==> config.mk <==
export PLATFORM = sky130hd
export DESIGN_NAME = sys_bus_arbiter
export DESIGN_NICKNAME = d
export VERILOG_FILES = /design/src/rtl/sys_bus_arbiter.sv
export SDC_FILE = /design/constraint.sdc
export NUM_CORES = 1
export LEC_CHECK = 0
export ABC_AREA = 1
export CAP_MARGIN = 30
export CORE_ASPECT_RATIO = 1.75
export CORE_UTILIZATION = 39
export DETAILED_ROUTE_END_ITERATION = 7
export HOLD_SLACK_MARGIN = 0.12
export PLACE_DENSITY = 0.76
export RECOVER_POWER = 100
export SETUP_SLACK_MARGIN = 0.05
export SLEW_MARGIN = 0
export SYNTH_ARGS = -nofsm -noshare
export SYNTH_HDL_FRONTEND = slang
export SYNTH_SLANG_ARGS = --single-unit
export TNS_END_PERCENT = 1
==> constraint.sdc <==
create_clock -name i_clk -period 1.93 [get_ports i_clk]
set_clock_uncertainty 0.2 [all_clocks]
set_input_delay 0.386 -clock i_clk [delete_from_list [all_inputs] [get_ports i_clk]]
set_output_delay 0.386 -clock i_clk [all_outputs]
set_load 0.01 [all_outputs]
==> src/rtl/sys_bus_arbiter.sv <==
// Two-master round-robin arbiter that sequences single-beat bus transfers through ALE/CMD/WAIT/DONE.
// Optional WAIT timeout abort is enabled by defining BUS_ARB_TIMEOUT_EN.
module sys_bus_arbiter #(
    parameter int MEM_WIDTH = 8,
    parameter int MEM_DEPTH = 8,
    parameter int TIMEOUT   = 15
) (
    input  logic                 i_clk,
    input  logic                 i_rst_n,
    input  logic                 i_m0_req,
    input  logic                 i_m0_we,
    input  logic [MEM_DEPTH-1:0] i_m0_addr,
    input  logic [MEM_WIDTH-1:0] i_m0_wdata,
    output logic                 o_m0_gnt,
    output logic                 o_m0_done,
    output logic                 o_m0_err,
    output logic [MEM_WIDTH-1:0] o_m0_rdata,
    input  logic                 i_m1_req,
    input  logic                 i_m1_we,
    input  logic [MEM_DEPTH-1:0] i_m1_addr,
    input  logic [MEM_WIDTH-1:0] i_m1_wdata,
    output logic                 o_m1_gnt,
    output logic                 o_m1_done,
    output logic                 o_m1_err,
    output logic [MEM_WIDTH-1:0] o_m1_rdata,
    output logic                 o_ale_en,
    output logic                 o_bus_read_en,
    output logic                 o_bus_write_en,
    output logic [MEM_DEPTH-1:0] o_addr_input,
    output logic [MEM_WIDTH-1:0] o_data_write,
    input  logic [MEM_WIDTH-1:0] i_data_read,
    input  logic                 i_bus_ready,
    output logic                 o_busy
);

    // state  | meaning
    // IDLE   | arbitrate, latch winner's operands
    // ALE    | address latch strobe
    // CMD    | read or write strobe
    // WAIT   | wait for bus_ready (or timeout)
    // DONE   | completion pulse to owner, update last
    typedef enum logic [2:0] {
        S_IDLE = 3'd0,
        S_ALE  = 3'd1,
        S_CMD  = 3'd2,
        S_WAIT = 3'd3,
        S_DONE = 3'd4
    } state_t;

    state_t                 r_state;
    state_t                 w_next;
    logic                   r_last;
    logic                   r_owner;
    logic                   r_we;
    logic [MEM_DEPTH-1:0]   r_addr;
    logic [MEM_WIDTH-1:0]   r_wdata;
    logic [MEM_WIDTH-1:0]   r_rdata0;
    logic [MEM_WIDTH-1:0]   r_rdata1;
    logic                   w_grant;
    logic                   w_gid;
    logic                   w_timeout;

`ifdef BUS_ARB_TIMEOUT_EN
    logic [4:0]             r_cnt;
    logic                   r_err;
    assign w_timeout = (r_cnt == 5'(TIMEOUT - 1));
`else
    assign w_timeout = 1'b0;
`endif

    always_ff @(posedge i_clk or negedge i_rst_n) begin
        if (!i_rst_n) r_state <= S_IDLE;
        else          r_state <= w_next;
    end

    always_comb begin
        w_next  = r_state;
        w_grant = 1'b0;
        w_gid   = 1'b0;
        case (r_state)
            S_IDLE: begin
                w_grant = i_m0_req | i_m1_req;
                // On a tie the master not served last wins; last resets to 1 so m0 wins first.
                if (i_m0_req && i_m1_req) w_gid = ~r_last;
                else                      w_gid = i_m1_req;
                if (w_grant) w_next = S_ALE;
            end
            S_ALE:  w_next = S_CMD;
            S_CMD:  w_next = S_WAIT;
            S_WAIT: if (i_bus_ready || w_timeout) w_next = S_DONE;
            S_DONE: w_next = S_IDLE;
            default: w_next = S_IDLE;
        endcase
    end

    always_ff @(posedge i_clk or negedge i_rst_n) begin
        if (!i_rst_n) begin
            r_last   <= 1'b1;
            r_owner  <= 1'b0;
            r_we     <= 1'b0;
            r_addr   <= '0;
            r_wdata  <= '0;
            r_rdata0 <= '0;
            r_rdata1 <= '0;
        end else begin
            if (w_grant) begin
                r_owner <= w_gid;
                r_we    <= w_gid ? i_m1_we    : i_m0_we;
                r_addr  <= w_gid ? i_m1_addr  : i_m0_addr;
                r_wdata <= w_gid ? i_m1_wdata : i_m0_wdata;
            end
            if (r_state == S_WAIT && i_bus_ready && !r_we) begin
                if (r_owner) r_rdata1 <= i_data_read;
                else         r_rdata0 <= i_data_read;
            end
            if (r_state == S_DONE) r_last <= r_owner;
        end
    end

`ifdef BUS_ARB_TIMEOUT_EN
    always_ff @(posedge i_clk or negedge i_rst_n) begin
        if (!i_rst_n) begin
            r_cnt <= '0;
            r_err <= 1'b0;
        end else begin
            if (r_state == S_CMD)       r_cnt <= '0;
            else if (r_state == S_WAIT) r_cnt <= r_cnt + 5'd1;
            // bus_ready in the same cycle as the timeout still counts as success.
            if (r_state == S_CMD)       r_err <= 1'b0;
            else if (r_state == S_WAIT) r_err <= w_timeout && !i_bus_ready;
        end
    end
    assign o_m0_err = (r_state == S_DONE) && !r_owner && r_err;
    assign o_m1_err = (r_state == S_DONE) &&  r_owner && r_err;
`else
    assign o_m0_err = 1'b0;
    assign o_m1_err = 1'b0;
`endif

    assign o_busy         = (r_state != S_IDLE);
    assign o_ale_en       = (r_state == S_ALE);
    assign o_bus_write_en = (r_state == S_CMD) &&  r_we;
    assign o_bus_read_en  = (r_state == S_CMD) && !r_we;
    assign o_addr_input   = o_busy ? r_addr  : '0;
    assign o_data_write   = o_busy ? r_wdata : '0;
    assign o_m0_gnt       = o_busy && !r_owner;
    assign o_m1_gnt       = o_busy &&  r_owner;
    assign o_m0_done      = (r_state == S_DONE) && !r_owner;
    assign o_m1_done      = (r_state == S_DONE) &&  r_owner;
    assign o_m0_rdata     = r_rdata0;
    assign o_m1_rdata     = r_rdata1;

endmodule
==> results.yml, run 1 <==
outcome:
  outcome: "finished with violations"
  violations: "negative setup slack"
logic_synthesis:
  synth_ff_type: "dfrtp_1"
  yosys.area.top_type: "dfrtp_1"
  netlist_area_sq_um: 1997
  yosys.area.top_type_share_pct: 46.37
  ys_seq_area_share_pct: 47.68
  yosysMostFrequentCell: "nand2_1"
  syn_area_per_cell_sq_um: 7.132
  synthCells: 280
  synth_common_cells: "86 x nand2_1, 45 x nor2_1, 40 x inv_1, 37 x dfrtp_1, 18 x nand4_1"
  synth-edff-count: 0
  synth_area_leaders: "dfrtp_1 46%, nand2_1 16%, nor2_1 8.5%"
  yosysWarnings: 0
  async_flop_share_pct: 100.0
  synth.ff_latch_count: 38
  synth_cell_types: 22
setup_path:
  cp_slowest_stage_delay_ns: 0.40
  critical_path_arrival_ns: 1.39
  critPathRequiredTime_ns: 1.34
  worstSetupPathType: "flip-flop to primary output"
  cp_cell_sequence: "inv_2 -> nand2_4 -> nor2_4 -> buf_6 -> buf_12 -> nor2_1 -> buf_2"
  worst-path-buf-inv: 4
  crit_slowest_cell: "dfrtp_1"
  cp-start-kind: "flip-flop"
  critPathTopFamily: "buffers and inverters"
  cp_max_fo: 8
  crit_path_end_kind: "primary output"
global_route:
  grt_max_degree: 39
  met2_usage_pct: 40.93
  use_met3_pct: 4.278
  antenna_found_initial: 0
  grt_pass1_wl_microns: 9466
  grt_overflow_total: 0
  grtUsageTotal_pct: 21.91
  grt_pass1_vias: 2140
  grt-busiest-layer: "met2"
  grt_use_met1_pct: 23.78
sta:
  min_period_ns: 1.977
  fmax_ghz: 0.5057
  worst_pin_slew_ns: 0.9428
  timing.hold.ws_ns: 0.2820
  setup_slack_ns: -0.04748
  post-route-period-util_pct: 102.5
  setup_viol: 17
  tns_ns: -0.5255
  rsz0062_at_grt: "yes"
  hold_viol_final: 0
  relSlewSlack_pct: 37.15
  slew_violations: 0
power:
  power.switching_mw: 2.025
  power.total_mw: 4.987
  combPwrFrac_pct: 61.2
  internal-power_mw: 2.962
  power_frac_clock_pct: 11.2
  p_sw_share_pct: 40.61
  ir_drop_mv: 0.9578
  pwr-share-seq_pct: 27.7
  power_density_nw_per_um2: 1559
  p_leak_nw: 1.697
die:
  core-area_sq_um: 4935
  initial_core_util_pct: 40.47
  ioPinCount: 89
  rows: 34
  die_y_microns: 96.66
  dieWidth_microns: 56.09
  die_area_sq_um: 5422
drt:
  vias_per_cell: 4.865
  route.detailed.wl_per_inst_microns: 13.09
  drc: 0
  dr.pass1.iters: 6
  route.antenna.remaining_nets: 0
  vias: 2165
  wl_microns: 5824
  first_iter_violations: 76
cells_and_area:
  area_delta_synth_final_pct: 60.21
  nets: 437
  design_area_sq_um: 3199
  diodes: 0
  layout.cells.non_filler: 445
  drive_above_1_share_pct: 20.97
  fillers: 442
  utilization_pct: 64.83
place:
  dpl_cell_area_sq_um: 3040
  dp_hpwl_microns: 3927
  dp.cells: 426
  preCtsSetupSlack_ns: -0.05053
  port_buffers: 86
  gp_congestion: 0.9328
clock_tree:
  cts_buffers: 5
  htree_levels: 2
  clkLatencyLatePin_ns: 0.29
  clkTransAtPathRegs_ns: 0.08
  clockBufferDepth: 2
  clock_sinks: 38
  cts_tree: "built"
  root_buffer: "clkbuf_8"
min_path:
  holdCritPathClass: "flip-flop to flip-flop"
job:
  drv_cap: 0
[registers in the layout, summed over array words and instances (netlist names)]
register,count
o_m0_rdata,8
o_m1_rdata,8
r_addr,8
r_last,1
r_owner,1
r_state,3
r_wdata,8
r_we,1
[path summary, 6_finish.rpt]
| check | from | to | slack (ns) | depth (start not counted) |
|---|---|---|---|---|
| setup reg to reg | r_state[2] | o_m0_rdata[0] | 0.14 | 6 |
| setup / recovery | r_state[0] | o_data_write[5] | -0.05 | 7 |
| hold / removal | o_m0_rdata[5] | o_m0_rdata[5] | 0.28 | 2 |
| max in group asynchronous | i_rst_n | r_state[1] | 0.24 | 3 |
| hold reg to reg | o_m0_rdata[5] | o_m0_rdata[5] | 0.28 | 2 |
| min in group asynchronous | i_rst_n | o_m0_rdata[6] | 0.66 | 3 |
[kinds of logic after synthesis]
| kind of cell | Yosys count | share of synthesized area [%] |
|---|---|---|
| compound gates | 2 | 0.5008 |
| buf+inv | 57 | 11.90 |
| flops | 38 | 47.68 |
| other cells | 1 | 0.1878 |
| simple gates | 182 | 39.72 |
[repair_timing]
item,4_1_cts,5_1_grt
setup endpoints to repair,24,24
hold endpoints to repair,37,0
hold buffers,1,0
pin swaps,2,5
setup buffers,8,1
cloned,2,0
gates resized for setup,99,24
[layout by cell type, fill, tap and decap left out]
cell	Yosys	layout
clkdlybuf4s50_1	0	61
dlygate4sd3_1	0	1
nor2_4	0	2
o21ai_0	1	1
nand3_4	0	1
nand2_2	1	2
dfstp_2	1	1
nor2_2	3	9
nand2_1	86	84
buf_12	0	4
clkinv_1	2	2
nand4_1	18	18
nand3b_1	1	1
nand3_1	13	12
buf_6	1	4
inv_1	40	39
clkbuf_8	0	6
clkbuf_2	0	2
buf_16	0	2
nand2_4	0	1
nor2_1	45	37
buf_2	7	23
dfrtp_2	0	1
buf_4	2	19
inv_2	1	2
clkinv_2	0	1
clkbuf_1	4	1
conb_1	1	2
nor3_2	0	1
a21oi_1	1	1
nand3_2	1	1
nor3_1	13	13
dfrtp_1	37	36
[power groups by stage]
| stage | clock [mW] | sequential [mW] | combinational, mW |
|---|---|---|---|
| final | 0.556 | 1.38 | 3.05 |
| after global routing | 0.607 | 1.43 | 3.34 |
| after CTS | 0.570 | 1.37 | 2.98 |
| after detailed placement | 0 | 1.38 | 2.84 |
| after global placement | 0 | 1.36 | 2.79 |
| after floorplan | 0 | 1.43 | 1.30 |
[per-layer routing]
metal	wire [microns]	part of all wire [%]	vias to the layer above
li1	-	-	1072
met1	2113	36	995
met2	3271	56	85
met3	300	5.2	13
met4	140	2.4	0
met5	0	0	-
[area by class of cell]
cell class,count,area (sq um),share of cell area (%)
well taps,54,67.56,2.112
repair buffers,116,1069,33.40
flip-flops and latches,38,953.4,29.80
clock buffers,7,86.33,2.698
inverters,43,161.4,5.045
multi-input cells,186,857.1,26.79
clock inverters,1,5.005,0.1564
[worst min-delay path, stage by stage (launching register included)]
cell	delay, ns
dfrtp_1	0.34
nand2_1	0.05
nand2_1	0.05
Note: power is estimated with default switching activity, not from simulation.
==> run 2, diff against run 1 <==
--- a/config.mk
+++ b/config.mk
@@ -8,13 +8,13 @@
 export ABC_AREA = 1
 export CAP_MARGIN = 30
 export CORE_ASPECT_RATIO = 1.75
-export CORE_UTILIZATION = 39
+export CORE_UTILIZATION = 40
 export DETAILED_ROUTE_END_ITERATION = 7
 export HOLD_SLACK_MARGIN = 0.12
-export PLACE_DENSITY = 0.76
+export PLACE_DENSITY = 0.77
 export RECOVER_POWER = 100
 export SETUP_SLACK_MARGIN = 0.05
-export SLEW_MARGIN = 0
+export SLEW_MARGIN = 20
 export SYNTH_ARGS = -nofsm -noshare
 export SYNTH_HDL_FRONTEND = slang
 export SYNTH_SLANG_ARGS = --single-unit
==> run 2 against run 1 <==
- the flow still finishes with violations (negative setup slack)
- global-route usage barely moved
- combinational power fell by 4%
- routed wire length fell by 4.6%
- total power fell by 3.4%
- largest cell class unchanged
- highest routed layer unchanged
==> results.yml, run 2 (synthesis gave the netlist of run 1 again) <==
cells_and_area:
  layout_commonest_cell: "nand2_1"
  drive_above_1_share_pct: 18.18
  layout.cells.non_filler: 437
  nets: 431
  layout_common_cells: "84 x nand2_1, 61 x clkdlybuf4s50_1, 42 x nor2_1, 37 x inv_1, 36 x dfrtp_1"
  diodes: 0
  area_delta_synth_final_pct: 59.02
  fillers: 442
drt:
  dr.pass1.iters: 4
  drc: 0
  vias: 2103
  route.antenna.remaining_nets: 0
  first_iter_violations: 59
  route.detailed.wl_per_inst_microns: 12.72
  wl_microns: 5559
  vias_per_cell: 4.812
setup_path:
  cp_max_fo: 3
  critPathRequiredTime_ns: 1.34
  cp-start-kind: "flip-flop"
  reg2regPathDepth: 10
  critical_path_arrival_ns: 1.37
  crit_path_end_kind: "primary output"
  r2r_start: "r_state[2]"
  rrSetupSlack_ns: 0.24
  worstSetupPathType: "flip-flop to primary output"
  reg2reg_to: "r_addr[6]"
die:
  ioPinCount: 89
  die_y_microns: 95.47
  initial_core_util_pct: 42.06
  die_area_sq_um: 5290
  core-area_sq_um: 4748
  rows: 33
  dieWidth_microns: 55.41
sta:
  tns_ns: -0.1705
  slew_violations: 0
  post-route-period-util_pct: 101.3
  fmax_ghz: 0.5117
  rsz0062_at_grt: "yes"
  setup_slack_ns: -0.02445
  worst_pin_slew_ns: 0.9673
  relSlewSlack_pct: 35.51
  min_period_ns: 1.954
  hold_viol_final: 0
  setup_viol: 16
  timing.hold.ws_ns: 0.2797
min_path:
  min-delay-start: "o_m0_rdata[6]"
  hold_end: "o_m0_rdata[6]"
  holdPathStages: 2
  holdCritPathClass: "flip-flop to flip-flop"
power:
  p_leak_nw: 1.659
  power.total_mw: 4.818
  ir_drop_mv: 0.8991
  power_density_nw_per_um2: 1517
clock_tree:
  htree_levels: 2
  clockBufferDepth: 2
  clock_sinks: 38
  cts_buffers: 5
  root_buffer: "clkbuf_8"
  clkLatencyLatePin_ns: 0.29
  cts_tree: "built"
  clkTransAtPathRegs_ns: 0.07
place:
  port_buffers: 86
  dp_hpwl_microns: 3860
  dp.cells: 423
  gp_congestion: 0.9304
global_route:
  antenna_found_initial: 0
  grt_max_degree: 36
  grt_overflow_total: 0
  grtUsageTotal_pct: 21.94
  grt_pass1_wl_microns: 9121
  grt_pass1_vias: 2110
job:
  drv_cap: 0
outcome:
  outcome: "finished with violations"
  violations: "negative setup slack"
run 2: what timing repair did:
action / 4_1_cts / 5_1_grt
setup endpoints to repair: 24 / 24
gates resized for setup: 101 / 11
buffers inserted: 3 / 0
hold buffers: 1 / 0
hold endpoints to repair: 15 / 0
cloned: 2 / 0
pin swaps: 2 / 5
run 2: worst max-delay path by stage:
stage | startpoint | end | slack (ns)
after floorplan | r_state[2] | o_addr_input[4] | 0.36
after detailed placement | r_state[0] | o_addr_input[6] | -0.05
after CTS | r_state[0] | o_data_write[6] | -0.03
after global placement | r_state[0] | o_addr_input[5] | -0.02
final | r_state[2] | o_m1_gnt | -0.02
after global routing | r_state[0] | o_m0_gnt | -0.09
run 2: metrics by stage:
stage	utilization [%]	area (sq um)	setup slack [ns]
6_report	66.88	3176	-0.02445
5_1_grt	66.88	3176	-0.08613
4_1_cts	66.11	3139	-0.03399
3_5_place_dp	64.08	3043	-0.04843
3_3_place_gp	64.08	3043	-0.02398
2_1_floorplan	-	2001	0.3574
run 2: area by class of cell:
| class | instances | area [sq um] | share of cell area, % |
|---|---|---|---|
| multi-input combinational | 186 | 850.8 | 26.79 |
| sequential | 38 | 953.4 | 30.02 |
| clock buffer | 8 | 80.08 | 2.522 |
| tap | 52 | 65.06 | 2.049 |
| timing repair buffer | 110 | 1065 | 33.53 |
| inverter | 43 | 161.4 | 5.083 |
run 2: power by group:
group          switching [mW]  internal (mW)
combinational            1.49           1.44
clock                   0.265          0.257
sequential              0.192           1.18
run 2: routing by layer:
layer	vias up	track usage, %	part of all wire (%)
li1	1057	-	-
met1	934	22.21	37
met2	93	41.16	53
met3	19	4.749	5.9
met4	0	12.29	4.0
met5	-	0	0
run 2: worst max-delay path, stage by stage (launching register included):
cell and delay (ns):
dfrtp_1 0.40, inv_2 0.08, nand2_4 0.06, nor2_4 0.12, buf_12 0.13, buf_4 0.12, nor2_1 0.04, buf_2 0.14
==> run 3, diff against run 2 <==
--- a/config.mk
+++ b/config.mk
@@ -8,6 +8,7 @@
 export ABC_AREA = 1
 export CAP_MARGIN = 30
 export CORE_ASPECT_RATIO = 1.75
+export CORE_MARGIN = 5
 export CORE_UTILIZATION = 40
 export DETAILED_ROUTE_END_ITERATION = 7
 export HOLD_SLACK_MARGIN = 0.12
==> constraint.sdc (replaced) <==
create_clock -name i_clk -period 2.45 [get_ports i_clk]
set_clock_uncertainty 0.2 [all_clocks]
set_input_delay 0.49 -clock i_clk [delete_from_list [all_inputs] [get_ports i_clk]]
set_output_delay 0.49 -clock i_clk [all_outputs]
set_load 0.01 [all_outputs]
==> run 3 against run 2 <==
- the flow now finishes without violations
- first-iteration DRC count rose by 110%
- sequential power fell by 21%
- critical path type unchanged
- via count fell by 2.8%
- utilization fell by 5.5 points
- total power fell by 28%
- critical path depth fell by 3
- flip-flop and latch count did not move
- highest routed layer unchanged
- routed wire length fell by 3.0%
==> results.yml, run 3 (synthesis gave the netlist of run 1 again) <==
outcome:
  outcome: "finished, final reports clean"
clock_tree:
  clock_sinks: 38
  root_buffer: "clkbuf_8"
  clockBufferDepth: 2
  cts_tree: "built"
  clkTransAtPathRegs_ns: 0.08
  clkLatencyLatePin_ns: 0.29
  htree_levels: 2
  cts_buffers: 5
setup_path:
  cp_cell_sequence: "nor2_2 -> nand2_1 -> nor2_1 -> clkdlybuf4s50_1"
  cp_slowest_stage_delay_ns: 0.56
  reg2reg_to: "o_m0_rdata[4]"
  critPathTopFamily: "buffers and inverters"
  crit_slowest_cell: "clkdlybuf4s50_1"
  cp-start-kind: "flip-flop"
  crit_path_end_kind: "primary output"
  rrSetupSlack_ns: 0.53
  cp_max_fo: 5
  worst-path-buf-inv: 1
  reg2regPathDepth: 5
  worstSetupPathType: "flip-flop to primary output"
  critical_path_arrival_ns: 1.65
  r2r_start: "r_state[2]"
  critPathRequiredTime_ns: 1.76
sta:
  post-route-period-util_pct: 95.45
  hold_viol_final: 0
  min_period_ns: 2.338
  tns_ns: 0
  rsz0062_at_grt: "yes"
  worst_pin_slew_ns: 0.7559
  relSlewSlack_pct: 49.61
  slew_violations: 0
  setup_slack_ns: 0.1116
  fmax_ghz: 0.4276
  setup_viol: 0
global_route:
  grtUsageTotal_pct: 16.92
  grt_overflow_total: 0
  grt_max_degree: 39
  grt_pass1_vias: 1993
  grt_pass1_wl_microns: 8818
  antenna_found_initial: 0
power:
  p_leak_nw: 1.609
  power.total_mw: 3.462
  power_density_nw_per_um2: 1152
  ir_drop_mv: 0.8355
drt:
  vias: 2044
  wl_microns: 5392
  dr.pass1.iters: 4
  first_iter_violations: 125
  route.antenna.remaining_nets: 0
  drc: 0
  vias_per_cell: 4.821
  route.detailed.wl_per_inst_microns: 12.72
die:
  core-area_sq_um: 4892
  die_y_microns: 103.5
  rows: 34
  dieWidth_microns: 63.41
  die_area_sq_um: 6561
  ioPinCount: 89
  initial_core_util_pct: 40.82
min_path:
  min-delay-start: "o_m1_rdata[4]"
  hold_end: "o_m1_rdata[4]"
  holdPathStages: 2
  holdCritPathClass: "flip-flop to flip-flop"
cells_and_area:
  utilization_pct: 61.41
  design_area_sq_um: 3004
  fillers: 460
  diodes: 0
  layout_commonest_cell: "nand2_1"
  nets: 416
  drive_above_1_share_pct: 6.486
  multi_input_area_sq_um: 815.8
  area_delta_synth_final_pct: 50.44
  regArea_sq_um: 952.2
  layout_common_cells: "86 x nand2_1, 46 x clkdlybuf4s50_1, 45 x nor2_1, 40 x inv_1, 37 x dfrtp_1"
job:
  drv_cap: 0
place:
  port_buffers: 86
  dpl_cell_area_sq_um: 2913
  gp_congestion: 0.8268
  preCtsSetupSlack_ns: 0.2926
  dp_hpwl_microns: 4075
-- run 3: cell count changes in the layout (fill, tap and decap cells not counted), sizes merged, moves of 2 or more --
cell / previous run / this run
buf: 44 / 5
dlygate4sd2: 0 / 19
dlygate4sd3: 1 / 20
clkdlybuf4s50: 61 / 46
clkdlybuf4s15: 3 / 0
clkinv: 2 / 4
-- run 3: metrics by stage --
step | instances | hold slack [ns]
after detailed placement | 414 | 0.2655
after global routing | 424 | 0.2933
after floorplan | 281 | -0.005591
after global placement | 414 | 0.2635
final | 424 | 0.2745
after CTS | 422 | 0.1327
-- run 3: layout make-up --
cell class / instances / area share (%)
repair buffers: 95 / 29.90
inverters: 43 / 5.373
clock buffers: 5 / 2.291
well taps: 54 / 2.249
clock inverters: 3 / 1.333
multi-input cells: 186 / 27.16
flip-flops and latches: 38 / 31.70
-- run 3: what timing repair did --
| action | 4_1_cts | 5_1_grt |
|---|---|---|
| resized for setup | 19 | 2 |
| buffers inserted | 0 | 0 |
| hold endpoints to repair | 0 | 13 |
| hold buffers | 0 | 1 |
| endpoints found under the setup margin | 19 | 4 |
| gates cloned | 0 | 0 |
-- run 3: worst reg2reg max path, cell delays in order, from the launching register on --
cell	delay (ns)
dfrtp_1	0.45
buf_4	0.18
nor3_4	0.15
clkbuf_1	0.51
nand4_1	0.25
nand2_1	0.12
-- run 3: where the power goes --
group          internal [mW]  leakage [nW]  switching, mW
clock                  0.300        0.0579          0.224
sequential             0.927         0.457          0.151
combinational          0.819          1.09           1.04
-- run 3: layer usage --
layer	vias up	part of all wire, %	global-route usage [%]
met5	-	0	0
met4	0	1.9	6.720
met3	8	7.8	4.541
met2	76	51	30.59
met1	926	39	18.65
li1	1034	-	-
-- run 3: worst max-delay path by stage --
stage,start,end,slack (ns),cells after the start
final,r_state[2],o_bus_read_en,0.11,4
after global placement,r_state[2],o_addr_input[5],0.32,6
after CTS,r_state[2],o_bus_write_en,0.11,4
after detailed placement,r_state[0],o_addr_input[5],0.29,6
after floorplan,r_state[2],o_addr_input[4],0.77,5
after global routing,r_state[2],o_bus_read_en,0.02,4
